**src/rtl/viterbi_pkg.sv**
```systemverilog
// rtl/viterbi_pkg.sv - shared constants and types for the Viterbi traceback slice
package viterbi_pkg;

    localparam int STATES = 4;
    localparam int SW     = 2;
    localparam int DEPTH  = 16;
    localparam int AW     = 4;

    typedef enum logic [2:0] {
        IDLE,
        FILL,
        TRACE,
        EMIT,
        FIN,
        HOLD
    } tb_state_t;

    typedef logic [STATES-1:0] dec_vec_t;

endpackage

```
**src/rtl/survivor_mem.sv**
```systemverilog
// rtl/survivor_mem.sv - DEPTH x STATES survivor decision register file
module survivor_mem #(
    parameter int STATES = 4,
    parameter int DEPTH  = 16,
    parameter int AW     = 4
) (
    input  logic              clk,
    input  logic              we,
    input  logic [AW-1:0]     waddr,
    input  logic [STATES-1:0] wdata,
    input  logic [AW-1:0]     raddr,
    output logic [STATES-1:0] rdata
);

    // Contents are don't-care after reset, so the array carries no reset.
    logic [STATES-1:0] mem [DEPTH];

    // Synchronous write of one decision vector per stored stage.
    always_ff @(posedge clk) begin
        if (we) begin
            mem[waddr] <= wdata;
        end
    end

    assign rdata = mem[raddr];

endmodule

```
**src/rtl/viterbi_traceback.sv**
```systemverilog
// rtl/viterbi_traceback.sv - survivor store, traceback walk and oldest-first bit emission
module viterbi_traceback #(
    parameter int STATES = 4,
    parameter int SW     = 2,
    parameter int DEPTH  = 16,
    parameter int AW     = 4
) (
    input  logic              clk,
    input  logic              rst,
    input  logic              en_mem,
    input  logic              en_tbck,
    input  logic [STATES-1:0] dec_in,
    input  logic [SW-1:0]     best_state,
    output logic              out_bit,
    output logic              out_valid,
    input  logic              out_ready,
    output logic              busy,
    output logic              done,
    output logic              overflow
);
    import viterbi_pkg::*;

    // wp and len need one extra bit so that a full memory (DEPTH) is representable.
    localparam logic [AW:0] FULL = (AW+1)'(DEPTH);

    tb_state_t         state;
    tb_state_t         nxt;
    logic [AW:0]       wp;
    logic [AW:0]       len;
    logic [AW-1:0]     rp;
    logic [AW-1:0]     idx;
    logic [SW-1:0]     cur;
    logic [DEPTH-1:0]  obuf;
    logic [STATES-1:0] rd_vec;
    logic              start;
    logic              store;
    logic              drop;
    logic              accept;

    // en_tbck wins over en_mem, so the start cycle never writes.
    assign start  = ((state == IDLE) || (state == FILL)) && en_tbck;
    assign store  = en_mem && !en_tbck && ((state == IDLE) || ((state == FILL) && (wp != FULL)));
    assign drop   = en_mem && !en_tbck && (state == FILL) && (wp == FULL);
    assign accept = (state == EMIT) && out_ready;

    assign out_bit = obuf[rp];

    survivor_mem #(
        .STATES(STATES),
        .DEPTH (DEPTH),
        .AW    (AW)
    ) u_mem (
        .clk  (clk),
        .we   (store),
        .waddr(wp[AW-1:0]),
        .wdata(dec_in),
        .raddr(idx),
        .rdata(rd_vec)
    );

    // Next-state selection for the frame sequencer.
    always_comb begin
        nxt = state;
        case (state)
            IDLE: begin
                if (en_tbck)     nxt = FIN;
                else if (en_mem) nxt = FILL;
            end
            FILL: begin
                if (en_tbck) nxt = (wp == '0) ? FIN : TRACE;
            end
            TRACE: begin
                if (idx == '0) nxt = EMIT;
            end
            EMIT: begin
                if (out_ready && (rp == AW'(len - 1'b1))) nxt = FIN;
            end
            FIN:     nxt = HOLD;
            HOLD: begin
                if (!en_tbck) nxt = IDLE;
            end
            default: nxt = IDLE;
        endcase
    end

    // State register plus registered status outputs decoded from the next state.
    always_ff @(posedge clk or posedge rst) begin
        if (rst) begin
            state     <= IDLE;
            out_valid <= 1'b0;
            busy      <= 1'b0;
            done      <= 1'b0;
        end else begin
            state     <= nxt;
            out_valid <= (nxt == EMIT);
            busy      <= (nxt == TRACE) || (nxt == EMIT);
            done      <= (nxt == FIN);
        end
    end

    // Write pointer, traceback walk, output buffer and read pointer.
    always_ff @(posedge clk or posedge rst) begin
        if (rst) begin
            wp       <= '0;
            len      <= '0;
            rp       <= '0;
            idx      <= '0;
            cur      <= '0;
            obuf     <= '0;
            overflow <= 1'b0;
        end else begin
            if (store) wp <= wp + 1'b1;
            if (drop)  overflow <= 1'b1;
            if (start) begin
                cur <= best_state;
                len <= wp;
                idx <= AW'(wp - 1'b1);
            end
            if (state == TRACE) begin
                // The state's MSB is the input bit that led into it; the decision
                // bit selects which predecessor feeds the LSB on the way back.
                obuf[idx] <= cur[SW-1];
                cur       <= {cur[SW-2:0], rd_vec[cur]};
                if (idx == '0) rp  <= '0;
                else           idx <= idx - 1'b1;
            end
            if (accept) rp <= rp + 1'b1;
            if (state == FIN) begin
                wp  <= '0;
                len <= '0;
            end
        end
    end

endmodule

```
**config.mk**
```make
export PLATFORM = sky130hd
export DESIGN_NAME = viterbi_traceback
export DESIGN_NICKNAME = d
export VERILOG_FILES = /design/src/rtl/viterbi_pkg.sv /design/src/rtl/survivor_mem.sv /design/src/rtl/viterbi_traceback.sv
export SDC_FILE = /design/constraint.sdc
export NUM_CORES = 1
export LEC_CHECK = 0
export CAP_MARGIN = 20
export CORE_UTILIZATION = 61
export DETAILED_ROUTE_END_ITERATION = 10
export HOLD_SLACK_MARGIN = 0.06
export PLACE_DENSITY = 0.79
export SKIP_LAST_GASP = 1
export SYNTH_ARGS = -nofsm -noshare
export SYNTH_HDL_FRONTEND = slang
export SYNTH_SLANG_ARGS = --single-unit
```
**constraint.sdc**
```tcl
create_clock -name clk -period 3.2 [get_ports clk]
set_clock_uncertainty 0.2 [all_clocks]
set_input_delay 0.48 -clock clk [delete_from_list [all_inputs] [get_ports clk]]
set_output_delay 0.48 -clock clk [all_outputs]
set_load 0.03 [all_outputs]
```
======== Word-level counts from Yosys, hierarchy flattened ========
Memories as Yosys holds them, arrays and structs flattened.
Index checks and enable logic that the tools add are counted.
word-level totals
  bits in registers ....................... 42
  RAM bits ................................ 64
  output and inout port bits .............. 5
  word-level logic and storage cells ...... 83
  memories kept ........................... 1
memory list
  memory     depth  bits a word  rd ports  clocked after Yosys merged registers in  write ports  RTL line            text
  u_mem.mem  16     4            1         0                                        1            survivor_mem.sv:16  logic [STATES-1:0] mem [DEPTH];
operators by class
  add/sub/neg operators ................... 5
  order comparisons ....................... 4
  equal/unequal tests ..................... 11
  multiplexer cells ....................... 29
  reduce and logical (&&, ||, !) cells .... 22
operators with widths
  operator               count
  $mux W4                8
  $mux W3                7
  $pmux W3 S6            1
  $bwmux W16             1
  $eq A3 B2 Y1 const B   4
  $sub A4 B1 Y4 const B  3
  $lt A4 B5 Y1 const B   2
  $mux W5                2
  $reduce_bool A2 Y1     5
  $eq A3 B3 Y1 const B   3
  $logic_and A1 B1 Y1    9
  $add A5 B1 Y5 const B  1
  $eq A5 B5 Y1 const B   1
  $logic_not A5 Y1       1
  $mux W1                5
  $ne A5 B5 Y1 const B   1
  $add A4 B1 Y4 const B  1
  $bmux W1 S4            1
  $demux W1 S4           1
  $eq A4 B4 Y1           1
  $ge A4 B1 Y1 const B   1
  $logic_not A4 Y1       1
  $mux W2                2
  $eq A3 B1 Y1 const B   1
  6 further kinds        8

======== Depth between registers and ports, before layout ========
  depth after elaboration ................. 7
  mapped depth ............................ 7
  gate-level depth less buffers ........... 7

======== Modules after synthesis ========
From an unflattened synthesis, not the netlist that was laid out.
unflattened totals
  cell total of the unflattened synthesis .. 333
  area, all modules ....................... 4,964.8 µm²
by module, submodules not included
  module             instances  cells an instance  area each (µm²)  seq. area each (µm²)
  survivor_mem       1          126                2,586.2          1,921.8
  viterbi_traceback  1          207                2,378.5          1,051.0

======== Worst setup path before layout ========
OpenSTA, ideal clock, no wires.
  path type ............................... reg2reg
  start ................................... reg wp[0]
  end ..................................... mem u_mem.mem[3][0], enable pin
  setup time .............................. 0.361 ns
  arrival ................................. 1.733 ns
  setup slack ............................. 0.905 ns
  stages on the path, launching flop included .. 7
  path buffers ............................ 0
  clock period less this slack ............ 2.295 ns
  cells stage by stage .................... dfrtp_1 -> inv_1 -> ha_1 -> and4bb_2 -> a21oi_4 -> nand2_1 -> nor3_1
between the ends
  word-level cells in the longest chain between the ends .. 6
ends and longest elaborated chain
  element                        RTL line                  text
  from (decl)                    viterbi_traceback.sv:28   logic [AW:0] wp;
  from (signal assigned)         viterbi_traceback.sv:112  if (store) wp <= wp + 1'b1;
  $ne A5 B5 Y1                   viterbi_traceback.sv:42   assign store = en_mem && !en_tbck && ((state == IDLE) || ((state == FILL) && (wp != FULL)));
  $logic_and A1 B1 Y1            viterbi_traceback.sv:42
  $logic_or A1 B1 Y1             viterbi_traceback.sv:42
  $logic_and A1 B1 Y1            viterbi_traceback.sv:42
  $mux W1                        survivor_mem.sv:20        if (we) begin
  $mux W1 (not written as such)  survivor_mem.sv:21        mem[waddr] <= wdata;
  to (decl)                      survivor_mem.sv:16
Several ways; a longest one is shown, not always the timed one.

======== Worst setup path in the final report ========
  start ................................... reg rp[0]
  end ..................................... out out_bit
between the ends
  word-level cells in the longest chain between the ends .. 2
ends and longest elaborated chain
  element                        RTL line                  text
  from (decl)                    viterbi_traceback.sv:30   logic [AW-1:0] rp;
  from (signal assigned)         viterbi_traceback.sv:127  if (accept) rp <= rp + 1'b1;
  $bmux W1 S4                    viterbi_traceback.sv:46   assign out_bit = obuf[rp];
  $mux W1 (not written as such)  viterbi_traceback.sv:46
  to (decl)                      viterbi_traceback.sv:14   output logic out_bit,
No other way between the ends. The select of a mux whose other input is x is not followed.

==> results_dict.tcl <==
set metrics [dict create \
    rsz0062_at_grt "no" \
    p_leak_uw 0.00200 \
    cts_tree "built" \
    synth_fp_nets 370 \
    synth_cell_types 39 \
    synth_ff_type "edfxtp_1" \
    core_um2 7690 \
    numPortBuffers 15 \
    hold_class "reg2reg" \
    avgSynthCellArea_um2 13.9 \
    clkSinkCount 106 \
    cts_buffer_depth 2 \
    slew_headroom 0.587 \
    run_status "finished clean" \
    dieArea_um2 8290 \
    final_cell_mix "64 x edfxtp_1, 41 x dfrtp_1, 28 x nor2_1, 24 x nand2_1" \
    final_common_cell "edfxtp_1" \
    dpl_cell_area_um2 5080 \
    cp_common_cell "mux4_2" \
    worstPathArrival_ps 2100 \
    finalCriticalPeriod_ps 2780 \
    synth_edf_count 64 \
    critPathBufInv 1 \
    crit_family "multiplexers" \
    cp.depth 3 \
    critPathMaxStageDelay_ps 520 \
    drtIter0Drc 215 \
    clk_pin_slew_ps 110 \
    synth_area_um2 4840 \
    dieWidth_um 91.1 \
    critPathRequiredTime_ps 2520 \
    powerDensity_nw_per_um2 766 \
    final-hold-violation-count 0 \
    cp_slowest_cell "mux4_2" \
    r2r_setup_slack_ps 610 \
    drt_pass1_iterations 5 \
    fin_setup_tns_ps 0 \
    min_path_cells 1 \
    drive_gt1_frac 0.174 \
    grt_pass1_wl_um 15000 \
    numCtsBuffers 9 \
    clock_latency_ps 380 \
    synth_seq_cells 106 \
    r2r-end "u_mem.mem[2][3]" \
    timing.final.crit_share 0.868 \
    synthTopCellsByArea "edfxtp_1 40%, dfrtp_1 22%, mux4_2 9.3%" \
    wl_per_cell_um 19.5 \
    hold_buffers 0 \
    antenna_found_initial 0 \
    async_flop_share 0.396 \
    gp_congestion 0.778 \
    crit_type "reg2out" \
    postRouteAntennaNets 0 \
    num_rows 32 \
    grt.total_usage 0.244 \
    grt_overflow_total 0 \
    first_global_vias 2916 \
    maxCapViolCount 0 \
    synth_warnings 0 \
    vdd_drop_max_mv 0.402 \
    tightest_slew_ps 618 \
    worstPathMaxFanout 9 \
    vias 2892 \
    htreeDepth 3 \
    wirelength_um 9170 \
    grt_max_degree 43 \
    ioPinCount 16 \
    start_kind "flip-flop" \
    yosysTopAreaCell "edfxtp_1" \
    hold_end "overflow" \
    synthCells 348 \
    setup_viol 0 \
    area_growth_pct 9.00 \
    avgViaCountPerCell 6.17 \
    drc 0 \
    crit_path_end_kind "primary output" \
    start_util 0.629 \
    fmax_mhz 360 \
    yosysSeqAreaShare 0.614 \
    final_area_um2 5270 \
    cts_root_buffer "clkbuf_8" \
    path_cells "mux4_2 > mux4_2 > dlymetal6s2s_1" \
    worstHoldStart "overflow" \
    maxSlewViolCount 0 \
    rr_startpoint "wp[0]" \
    reg2regPathDepth 6 \
    insertedDiodeCount 0 \
    nets 384 \
    synth_top_cell_area_share 0.397 \
    die_h_um 91.1 \
    hpwl_um 6370 \
]
[synth_stat cells, types with 3 or more instances]
cell type and instances:
inv_1 11, mux4_2 20, xor2_1 6, a21oi_1 8, ha_1 11, clkbuf_1 8
edfxtp_1 64, nand3_1 20, a22o_1 5, xnor2_1 8, dfrtp_1 42, nor2_1 28
o21ai_0 15, nand2_1 24, nand2b_1 3, nor2b_1 4, mux2i_1 4, nand4_1 9
mux2_2 17, nor3_1 7, buf_2 8, a211oi_1 3
[flip-flops by register name (all words and copies together), names as in the netlist]
| name | count |
|---|---|
| done | 1 |
| wp | 5 |
| rp | 4 |
| u_mem.mem | 64 |
| state | 3 |
| cur | 2 |
| out_valid | 1 |
| overflow | 1 |
| obuf | 16 |
| busy | 1 |
| idx | 4 |
| len | 4 |
[cell families after synthesis]
group                      synth area share
xor gates and xnor gates             0.0253
DFF                                   0.614
AOI/OAI and AO/OA                    0.0590
muxes                                 0.141
buffers and inverters                0.0261
adders and majority gates            0.0284
and+or+nand+nor                       0.106
[how the worst max path moves through the flow]
stage / start / endpoint
finish: rp[0] / out_bit
global route: rp[0] / out_bit
CTS: rp[0] / out_bit
detailed placement: en_tbck / u_mem.mem[2][2]
global placement: en_tbck / u_mem.mem[1][0]
floorplan: wp[0] / u_mem.mem[3][0]
[layout make-up]
cell class	count	area, um^2
Multi-Input combinational cell	213	1740
Tap cell	102	128
Timing Repair Buffer	21	198
Sequential cell	106	2970
Clock buffer	10	128
Clock inverter	6	61.3
Fill cell	558	2410
Inverter	11	41.3
[where the power goes]
part / leakage [uW] / switching [uW] / internal [uW]
Clock: 0.0000922 / 484 / 302
Combinational: 0.000771 / 683 / 635
Sequential: 0.00114 / 302 / 1630
Total: 0.00200 / 1470 / 2570
[per-layer routing]
| metal | global-route usage | vias up | wire, um |
|---|---|---|---|
| met5 | 0 | - | 0 |
| met4 | 0.0886 | 0 | 235 |
| met3 | 0.0586 | 21 | 397 |
| met2 | 0.406 | 84 | 4670 |
| met1 | 0.316 | 1452 | 3870 |
| li1 | - | 1335 | - |
[metrics by stage]
stage	setup slack, ps	std cells	util	total power [uW]	hold slack (ps)
final	423	469	0.686	4040	284
after global routing	325	469	0.686	4260	315
after CTS	51.1	469	0.686	4060	291
after detailed placement	192	453	0.661	3280	263
after global placement	329	453	0.661	3240	258
after floorplan	905	348	-	2920	274
[what timing repair did]
item                                    4_1_cts  5_1_grt
buffers inserted                              0        0
endpoints found under the hold margin         0        0
cloned                                        0        0
pin swaps                                     0        0
resized for setup                             1        1
endpoints found under the setup margin        1        1
Power figures use the tool's default switching activity.
